<file path="src/rtl/wb_reg_arbiter_pkg.sv">
// wb_reg_arbiter_pkg
// Shared definitions for the two-master Wishbone register arbiter:
//   - arb_state_t : arbiter state encoding (IDLE / GRANT0 / GRANT1)
//   - MASTER0_IDX / MASTER1_IDX : values held in the last_grant register
//   - TCNT_W : width of the saturating watchdog event counter
package wb_reg_arbiter_pkg;

  typedef enum logic [1:0] {
    ST_IDLE   = 2'b00,
    ST_GRANT0 = 2'b01,
    ST_GRANT1 = 2'b10
  } arb_state_t;

  localparam logic MASTER0_IDX = 1'b0;
  localparam logic MASTER1_IDX = 1'b1;

  localparam int TCNT_W = 8;

endpackage

</file>
<file path="src/rtl/wb_reg_arbiter_wdog.sv">
// wb_reg_arbiter_wdog
// Grant watchdog: counts cycles spent in a grant state and flags expiry when
// TIMEOUT_CYCLES cycles have passed without a slave acknowledge. Also keeps a
// saturating count of expiries. Only instantiated when
// WB_REG_ARBITER_TIMEOUT_EN is defined.
// Ports:
//   clk, rst   : clock, asynchronous active-high reset
//   grant      : arbiter is in a grant state
//   ack        : slave acknowledge (an ACK in the expiry cycle wins)
//   expire     : combinational, high for the one cycle the watchdog terminates
//   event_cnt  : saturating count of terminations
module wb_reg_arbiter_wdog
  import wb_reg_arbiter_pkg::*;
#(
  parameter int TIMEOUT_CYCLES = 16
) (
  input  logic              clk,
  input  logic              rst,
  input  logic              grant,
  input  logic              ack,
  output logic              expire,
  output logic [TCNT_W-1:0] event_cnt
);

  logic [7:0] cycle_cnt;

  // Count is 0 in the first grant cycle, so expiry lands TIMEOUT_CYCLES
  // cycles after the grant starts.
  assign expire = grant && !ack && (cycle_cnt == 8'(TIMEOUT_CYCLES));

  // Every grant is preceded by at least one IDLE cycle, so clearing while
  // not granted is the same as clearing on grant entry.
  always_ff @(posedge clk or posedge rst) begin
    if (rst) begin
      cycle_cnt <= '0;
    end else if (!grant) begin
      cycle_cnt <= '0;
    end else begin
      cycle_cnt <= cycle_cnt + 8'd1;
    end
  end

  always_ff @(posedge clk or posedge rst) begin
    if (rst) begin
      event_cnt <= '0;
    end else if (expire && (event_cnt != {TCNT_W{1'b1}})) begin
      event_cnt <= event_cnt + 1'b1;
    end
  end

endmodule

</file>
<file path="src/rtl/wb_reg_arbiter.sv">
// wb_reg_arbiter
// Two-master round-robin Wishbone arbiter in front of the FPGA register bank.
// Master 0 is the AHB-to-FPGA bridge, master 1 the on-fabric sequencer.
// The granted master's cycle is passed combinationally to the slave; slave
// ACK/read data are routed back to the granted master only.
// Optional watchdog: define WB_REG_ARBITER_TIMEOUT_EN to terminate cycles the
// slave never acknowledges (TIMEOUT_o / TIMEOUT_CNT_o); otherwise both are 0.
// Ports:
//   WBs_CLK_i, WBs_RST_i           : clock, asynchronous active-high reset
//   Mx_ADR/CYC/STB/WE/BYTE_STB/DAT_i: master x request signals
//   Mx_DAT_o, Mx_ACK_o             : read data / acknowledge to master x
//   S_*_o                          : slave-side copy of the granted request
//   S_DAT_i, S_ACK_i               : slave read data / acknowledge
//   ARB_BUSY_o                     : high in any grant state
//   TIMEOUT_o, TIMEOUT_CNT_o       : watchdog termination pulse / count
module wb_reg_arbiter
  import wb_reg_arbiter_pkg::*;
#(
  parameter int                    ADDRWIDTH         = 7,
  parameter int                    DATAWIDTH         = 32,
  parameter int                    TIMEOUT_CYCLES    = 16,
  parameter logic [DATAWIDTH-1:0]  TIMEOUT_DAT_VALUE = 32'hFAB_DEF_AC
) (
  input  logic                 WBs_CLK_i,
  input  logic                 WBs_RST_i,

  input  logic [ADDRWIDTH-1:0] M0_ADR_i,
  input  logic                 M0_CYC_i,
  input  logic                 M0_STB_i,
  input  logic                 M0_WE_i,
  input  logic [3:0]           M0_BYTE_STB_i,
  input  logic [DATAWIDTH-1:0] M0_DAT_i,
  output logic [DATAWIDTH-1:0] M0_DAT_o,
  output logic                 M0_ACK_o,

  input  logic [ADDRWIDTH-1:0] M1_ADR_i,
  input  logic                 M1_CYC_i,
  input  logic                 M1_STB_i,
  input  logic                 M1_WE_i,
  input  logic [3:0]           M1_BYTE_STB_i,
  input  logic [DATAWIDTH-1:0] M1_DAT_i,
  output logic [DATAWIDTH-1:0] M1_DAT_o,
  output logic                 M1_ACK_o,

  output logic [ADDRWIDTH-1:0] S_ADR_o,
  output logic                 S_CYC_o,
  output logic                 S_STB_o,
  output logic                 S_WE_o,
  output logic [3:0]           S_BYTE_STB_o,
  output logic [DATAWIDTH-1:0] S_DAT_o,
  input  logic [DATAWIDTH-1:0] S_DAT_i,
  input  logic                 S_ACK_i,

  output logic                 ARB_BUSY_o,
  output logic                 TIMEOUT_o,
  output logic [TCNT_W-1:0]    TIMEOUT_CNT_o
);

  if (TIMEOUT_CYCLES < 2 || TIMEOUT_CYCLES > 255) begin : g_bad_timeout
    $error("wb_reg_arbiter: TIMEOUT_CYCLES must be in 2..255");
  end

  arb_state_t state;
  logic       last_grant;
  logic       expire;
  logic       req0;
  logic       req1;

  assign req0 = M0_CYC_i & M0_STB_i;
  assign req1 = M1_CYC_i & M1_STB_i;

  // state is a flop with async reset, so S_CYC_o drops as soon as reset hits.
  assign ARB_BUSY_o = (state != ST_IDLE);

`ifdef WB_REG_ARBITER_TIMEOUT_EN
  wb_reg_arbiter_wdog #(
    .TIMEOUT_CYCLES (TIMEOUT_CYCLES)
  ) u_wdog (
    .clk       (WBs_CLK_i),
    .rst       (WBs_RST_i),
    .grant     (ARB_BUSY_o),
    .ack       (S_ACK_i),
    .expire    (expire),
    .event_cnt (TIMEOUT_CNT_o)
  );
  assign TIMEOUT_o = expire;
`else
  assign expire        = 1'b0;
  assign TIMEOUT_o     = 1'b0;
  assign TIMEOUT_CNT_o = '0;
`endif

  always_ff @(posedge WBs_CLK_i or posedge WBs_RST_i) begin
    if (WBs_RST_i) begin
      state      <= ST_IDLE;
      last_grant <= MASTER1_IDX;
    end else begin
      case (state)
        ST_IDLE: begin
          if (req0 && req1) begin
            state <= (last_grant == MASTER1_IDX) ? ST_GRANT0 : ST_GRANT1;
          end else if (req0) begin
            state <= ST_GRANT0;
          end else if (req1) begin
            state <= ST_GRANT1;
          end
        end
        ST_GRANT0: begin
          if (S_ACK_i || expire || !M0_CYC_i) begin
            state      <= ST_IDLE;
            last_grant <= MASTER0_IDX;
          end
        end
        ST_GRANT1: begin
          if (S_ACK_i || expire || !M1_CYC_i) begin
            state      <= ST_IDLE;
            last_grant <= MASTER1_IDX;
          end
        end
        default: state <= ST_IDLE;
      endcase
    end
  end

  // Grant mux. On expiry the slave strobe is withdrawn and the master gets a
  // synthetic ACK carrying TIMEOUT_DAT_VALUE.
  always_comb begin
    S_ADR_o      = '0;
    S_CYC_o      = 1'b0;
    S_STB_o      = 1'b0;
    S_WE_o       = 1'b0;
    S_BYTE_STB_o = '0;
    S_DAT_o      = '0;
    M0_ACK_o     = 1'b0;
    M0_DAT_o     = '0;
    M1_ACK_o     = 1'b0;
    M1_DAT_o     = '0;
    case (state)
      ST_GRANT0: begin
        S_ADR_o      = M0_ADR_i;
        S_CYC_o      = M0_CYC_i & ~expire;
        S_STB_o      = M0_STB_i & ~expire;
        S_WE_o       = M0_WE_i;
        S_BYTE_STB_o = M0_BYTE_STB_i;
        S_DAT_o      = M0_DAT_i;
        M0_ACK_o     = S_ACK_i | expire;
        M0_DAT_o     = expire ? TIMEOUT_DAT_VALUE : S_DAT_i;
      end
      ST_GRANT1: begin
        S_ADR_o      = M1_ADR_i;
        S_CYC_o      = M1_CYC_i & ~expire;
        S_STB_o      = M1_STB_i & ~expire;
        S_WE_o       = M1_WE_i;
        S_BYTE_STB_o = M1_BYTE_STB_i;
        S_DAT_o      = M1_DAT_i;
        M1_ACK_o     = S_ACK_i | expire;
        M1_DAT_o     = expire ? TIMEOUT_DAT_VALUE : S_DAT_i;
      end
      default: ;
    endcase
  end

endmodule

</file>
<file path="config.mk">
export PLATFORM = sky130hd
export DESIGN_NAME = wb_reg_arbiter
export DESIGN_NICKNAME = d
export VERILOG_FILES = /design/src/rtl/wb_reg_arbiter_pkg.sv /design/src/rtl/wb_reg_arbiter_wdog.sv /design/src/rtl/wb_reg_arbiter.sv
export SDC_FILE = /design/constraint.sdc
export NUM_CORES = 1
export LEC_CHECK = 0
export BUFFER_PORTS_ARGS = -buffer_cell sky130_fd_sc_hd__buf_2
export CORE_AREA = 2 2 97 99
export CTS_BUF_LIST = sky130_fd_sc_hd__clkbuf_8 sky130_fd_sc_hd__clkbuf_16
export DETAILED_ROUTE_END_ITERATION = 7
export DIE_AREA = 0 0 99 101
export RECOVER_POWER = 100
export REMOVE_ABC_BUFFERS = 1
export SYNTH_ARGS = -nofsm -noshare
export SYNTH_HDL_FRONTEND = slang
export SYNTH_SLANG_ARGS = --single-unit
</file>
<file path="constraint.sdc">
create_clock -name WBs_CLK_i -period 1.3 [get_ports WBs_CLK_i]
set_input_delay 0 -clock WBs_CLK_i [delete_from_list [all_inputs] [get_ports WBs_CLK_i]]
set_output_delay 0 -clock WBs_CLK_i [all_outputs]
set_load 0.02 [all_outputs]
</file>
==> out/results.tsv, run 1 <==
metric	value	unit
Routed Antenna Nets	0	
setup violators final	115	
clk_lat worst skew	0.22	ns
Hold Vio Cnt, Final	0	
Max Cap Viol	0	
f_max	608	MHz
syn avg cell area	6.83	µm²
All-Layer GR Usage	17.1	%
vias in the first global route	2634	
die footprint	10000	µm²
Area Overhead vs Synth	209	%
Worst EP arrival	1.74	ns
placed insts	552	
share of layout cells above drive strength 1	84.7	%
CP Max Fanout	4	
largest net degree at the start of global routing	31	
Port Buffers	239	
CTS Buf Count	3	
final routed DRC violation total	0	
core area	8980	µm²
sequential area share after synthesis	5.25	%
1st-iter DRT viols	54	
nets	615	
Top delay family on crit path	buffers and inverters	
CTS sink count	3	
Critical path buffers and inverters	4	
Layout fillers	765	
WL per Instance	19.2	µm
Final GP Congestion	0.808	
Setup Slack @ Placement	-0.180	ns
cell count after synthesis	213	
Critical-path top delay cell	dfrtp_1	
minimum clock period	1.64	ns
crit start category	register	
cell chain of the critical path	buf_6, ha_4, buf_6, buf_6, a22oi_4, buf_6, a2bb2oi_2, o32ai_2	
data required time of the critical path	1.40	ns
commonest non-fill, non-tap cell in the layout	buf_2	
Synth Register Bits	3	
non-filler instance count after layout	595	
Peak supply drop	1.05	mV
H-tree depth	1	
width of the chip	99	µm
Hold Path Class	in2reg	
fin util	50.0	%
status	complete, but fails checks	
Slew Limit Fails	0	
DP HPWL	5760	µm
failing checks	negative setup slack	
Setup Skew	0.00124	ns
Worst path most repeated cell	buf_6	
initial core utilization	16.2	%
critical path class	reg2reg	
Rows	35	
CTS tree	built	
clk slew on worst S/H paths	0.03	ns
Leak	2.18	nW
highest-count cells in the layout ignoring fill and taps	buf_2, buf_6, buf_4, and2_4	
drt pass-1 iters	4	
period utilisation layout	126	%
I/O pins	249	
Root Buffer	clkbuf_8	
CP max stage delay	0.41	ns
overflow left after global routing	0	
total number of vias	2793	
critical path capture point type	register	
number of distinct library cells after synthesis	20	
Routed WL	11400	µm
Synth warnings	0	
pwr dens	1930	nW/µm²
initial antenna violation count	1	
total power	0.00865	W
die height	101	µm
first-pass GRT wire length	13600	µm
vias per inst	4.69	
Max clock buf depth	2	
RSZ-0062 raised after global routing	yes	
post-synthesis cell area	1460	µm²
setup ws final	-0.344	ns
[cell type report]
cell class / count / area, µm² / area share, %
timing repair buffer: 289 / 2530 / 56.2
multi-input combinational: 183 / 1690 / 37.5
tap: 111 / 139 / 3.09
sequential: 3 / 76.3 / 1.70
clock buffer: 3 / 41.3 / 0.919
inverter: 4 / 17.5 / 0.390
clock inverter: 1 / 3.75 / 0.0836
antenna: 1 / 2.50 / 0.0557
[Yosys cell counts (all sizes together)]
| library cell | number | area, µm² |
|---|---|---|
| buf | 19 | 123 |
| and2 | 66 | 413 |
| and3 | 1 | 6.26 |
| inv | 4 | 15.0 |
| ha | 4 | 50.1 |
| conb | 1 | 3.75 |
| a2bb2oi | 2 | 17.5 |
| dfrtp | 2 | 50.1 |
| nor2b | 46 | 288 |
| o21ai | 1 | 5.00 |
| o32ai | 2 | 17.5 |
| clkbuf | 12 | 45.0 |
| nor2 | 1 | 3.75 |
| mux2 | 1 | 11.3 |
| dfstp | 1 | 26.3 |
| a22oi | 47 | 367 |
| o22ai | 1 | 6.26 |
| nand2 | 2 | 7.51 |
[registers in the layout, summed over array words and instances, names as in the netlist]
name,cells
state,2
last_grant,1
[stage by stage]
stage / TNS [ns] / hold WS, ns / instance area (µm²)
floorplan: -78.52 / -0.247 / 1320
global placement: -2.33 / -0.128 / 2800
detailed placement: -7.76 / -0.125 / 2800
CTS: -23.46 / 0.124 / 3890
global route: -34.02 / 0.172 / 4490
finish: -29.16 / 0.154 / 4490
[worst min-delay path, stage by stage]
cell	delay, ns
buf_2	0.12
nand2_1	0.11
o32ai_2	0.10
[path summary, 6_finish.rpt]
| path | slack (ns) | from | cells after the start | end |
|---|---|---|---|---|
| worst min-delay path | 0.15 | M0_STB_i | 3 | state[0] |
| worst max register to register | -0.34 | state[0] | 8 | state[0] |
| worst max-delay path | -0.34 | state[0] | 8 | state[0] |
| worst min register to register | 0.62 | last_grant | 2 | state[0] |
| max in group asynchronous | 0.89 | WBs_RST_i | 3 | last_grant |
| min in group asynchronous | 0.19 | WBs_RST_i | 3 | state[1] |
[layer usage]
layer,part of all wire [%],global-route usage [%]
met2,53,32.2
met1,36,19.0
met5,0,0
met4,2.0,4.95
met3,8.8,4.09
[kinds of logic after synthesis]
logic type,count (synthesis),share of synthesized area [%]
AOI/OAI and AO/OA,53,28.4
adders and majority gates,4,3.44
buffers and inverters,35,12.6
DFF,3,5.25
muxes,1,0.774
other,1,0.258
and+or+nand+nor,116,49.4
[report_power, final]
part | total, W | switching (W) | internal, W
registers | 0.000170 | 0.0000353 | 0.000134
logic | 0.00821 | 0.00371 | 0.00449
clock network | 0.000276 | 0.0000740 | 0.000202
total | 0.00865 | 0.00382 | 0.00483
[timing repair]
item                                    in CTS  in global routing
gates cloned                                10                 12
hold endpoints to repair                     3                  0
pin swaps                                   25                 20
setup buffers                               10                  7
endpoints found under the setup margin     115                116
hold buffers                                 1                  0
resized for setup                          217                 92
Power figures use the tool's default switching activity.
==> run 2: changes to the inputs <==
ABC_AREA = 1   (was unset)
CORE_AREA = 2 2 96 98   (was 2 2 97 99)
DIE_AREA = 0 0 98 100   (was 0 0 99 101)
RECOVER_POWER = 25   (was 100)
==> out/results.tsv, run 2 <==
metric	value	unit
status	complete, but fails checks	
failing checks	negative setup slack	
Post-synth EDFFs	0	
clk slew on worst S/H paths	0.03	ns
worst r2r src	state[0]	
f_max	629	MHz
commonest non-fill, non-tap cell in the layout	buf_2	
syn avg cell area	4.63	µm²
Slew Limit Fails	0	
Routed WL	10600	µm
max reg flops	2	
Design Area, Final	4350	µm²
CP Max Fanout	5	
Cell Area, Placed	2810	µm²
CTS Buf Count	3	
data required time of the critical path	1.30	ns
Layout fillers	847	
core area	8890	µm²
Area Overhead vs Synth	178	%
Post-synth top flop	dfrtp_1	
sequential area share after synthesis	4.87	%
Final GP Congestion	0.752	
cell count after synthesis	338	
vias per inst	4.36	
top flop regs	state (2), last_grant (1)	
die height	100	µm
Synth warnings	0	
Port Buffers	239	
initial antenna violation count	0	
R2R cell count	10	
first-pass GRT wire length	13000	µm
CTS tree	built	
non-filler instance count after layout	705	
highest-count cells in the layout ignoring fill and taps	buf_2, nand2_1, buf_6, inv_2, buf_4	
Largest Register	state	
Leak	2.66	nW
most frequent cell after synthesis	nand2_1	
reg2reg setup slack	-0.26	ns
vias in the first global route	2699	
H-tree depth	1	
max layer used	met4	
placed insts	671	
WL per Instance	15.1	µm
reg2reg end	state[0]	
Rows	35	
ANT cells	0	
total number of vias	3073	
nets	726	
number of distinct library cells after synthesis	16	
share of layout cells above drive strength 1	70.4	%
Setup Skew	0.000489	ns
setup ws final	-0.290	ns
Peak supply drop	0.872	mV
Hold Vio Cnt, Final	0	
Hold Path Class	in2async	
CTS sink count	3	
Met2 Wirelength	5810	µm
All-Layer GR Usage	16.4	%
wl on met1	3760	µm
RSZ-0062 raised after global routing	yes	
overflow left after global routing	0	
Synth Register Bits	3	
Root Buffer	clkbuf_8	
fin util	48.9	%
most frequent cells after synthesis	nand2_1, inv_1, a21oi_1, buf_4, buf_2	
DP HPWL	5990	µm
synth top area cells	nand2_1, inv_1, a21oi_1	
post-synthesis cell area	1570	µm²
FFs w/ async S/R, synth	100	%
largest net degree at the start of global routing	24	
setup violators final	114	
pwr dens	2010	nW/µm²
initial core utilization	17.6	%
Routed Antenna Nets	0	
width of the chip	98	µm
period utilisation layout	122	%
1st-iter DRT viols	74	
critical path class	reg2out	
Max Cap Viol	0	
critical path capture point type	output pin	
Synth top area share	40.0	%
Worst EP arrival	1.59	ns
drt pass-1 iters	4	
crit start category	register	
die footprint	9800	µm²
clk_lat worst skew	0.22	ns
cell taking the most area after synthesis	nand2_1	
metal3 WL	881	µm
final routed DRC violation total	0	
Max clock buf depth	2	
minimum clock period	1.59	ns
I/O pins	249	
-- run 2: worst max-delay path by stage --
stage,startpoint,end
2_1_floorplan,state[1],state[1]
3_3_place_gp,state[1],S_DAT_o[16]
3_5_place_dp,state[1],S_DAT_o[16]
4_1_cts,state[0],M0_DAT_o[18]
5_1_grt,state[0],M0_DAT_o[12]
6_report,state[0],M0_DAT_o[12]
-- run 2: critical path: stages, from the launching register on --
cell and delay [ns]:
dfrtp_1 0.39, buf_6 0.14, ha_4 0.17, buf_8 0.14
buf_12 0.14, clkbuf_16 0.16, nand2_2 0.06, inv_1 0.04
buf_6 0.12
-- run 2: power breakdown --
group / internal (W) / switching (W) / total (W)
sequential: 0.000147 / 0.0000312 / 0.000178
combinational: 0.00383 / 0.00448 / 0.00830
clock: 0.000202 / 0.0000700 / 0.000272
-- run 2: timing repair --
item / in CTS / in global routing
buffers inserted: 6 / 6
gates cloned: 7 / 10
hold buffers: 1 / 0
resized for setup: 46 / 291
pin swaps: 1 / 24
setup endpoints to repair: 114 / 115
endpoints found under the hold margin: 3 / 0
-- run 2: area by class of cell --
| class | count | area [µm²] | share of cell area [%] |
|---|---|---|---|
| Tap cell | 111 | 139 | 3.19 |
| Timing Repair Buffer | 275 | 2360 | 54.2 |
| Sequential cell | 3 | 77.6 | 1.78 |
| Inverter | 75 | 284 | 6.53 |
| Clock inverter | 1 | 3.75 | 0.0863 |
| Multi-Input combinational cell | 237 | 1440 | 33.2 |
| Clock buffer | 3 | 41.3 | 0.950 |
-- run 2: metrics by stage --
stage / total power (W) / hold WS, ns / worst slack, ns / setup TNS (ns)
6_report: 0.00875 / 0.197 / -0.290 / -23.58
5_1_grt: 0.00926 / 0.223 / -0.328 / -28.30
2_1_floorplan: 0.00306 / -0.247 / -1.17 / -88.23
4_1_cts: 0.00643 / 0.162 / -0.255 / -21.68
3_5_place_dp: 0.00490 / -0.121 / -0.259 / -4.30
3_3_place_gp: 0.00486 / -0.122 / -0.238 / -1.96
-- run 2: cells by family after synthesis --
logic type | share of synthesized area (%)
AND/OR/NAND/NOR | 43.6
adder cells (fa/ha/maj) | 3.20
AO/OA/AOI/OAI | 15.3
other | 0.239
flip-flops | 4.87
buffers and inverters | 32.7
-- run 2: routing by layer --
layer	GRT usage, %	up-vias
li1	-	1472
met4	1.92	0
met5	0	-
met2	32.7	178
met1	18.1	1406
met3	3.55	17
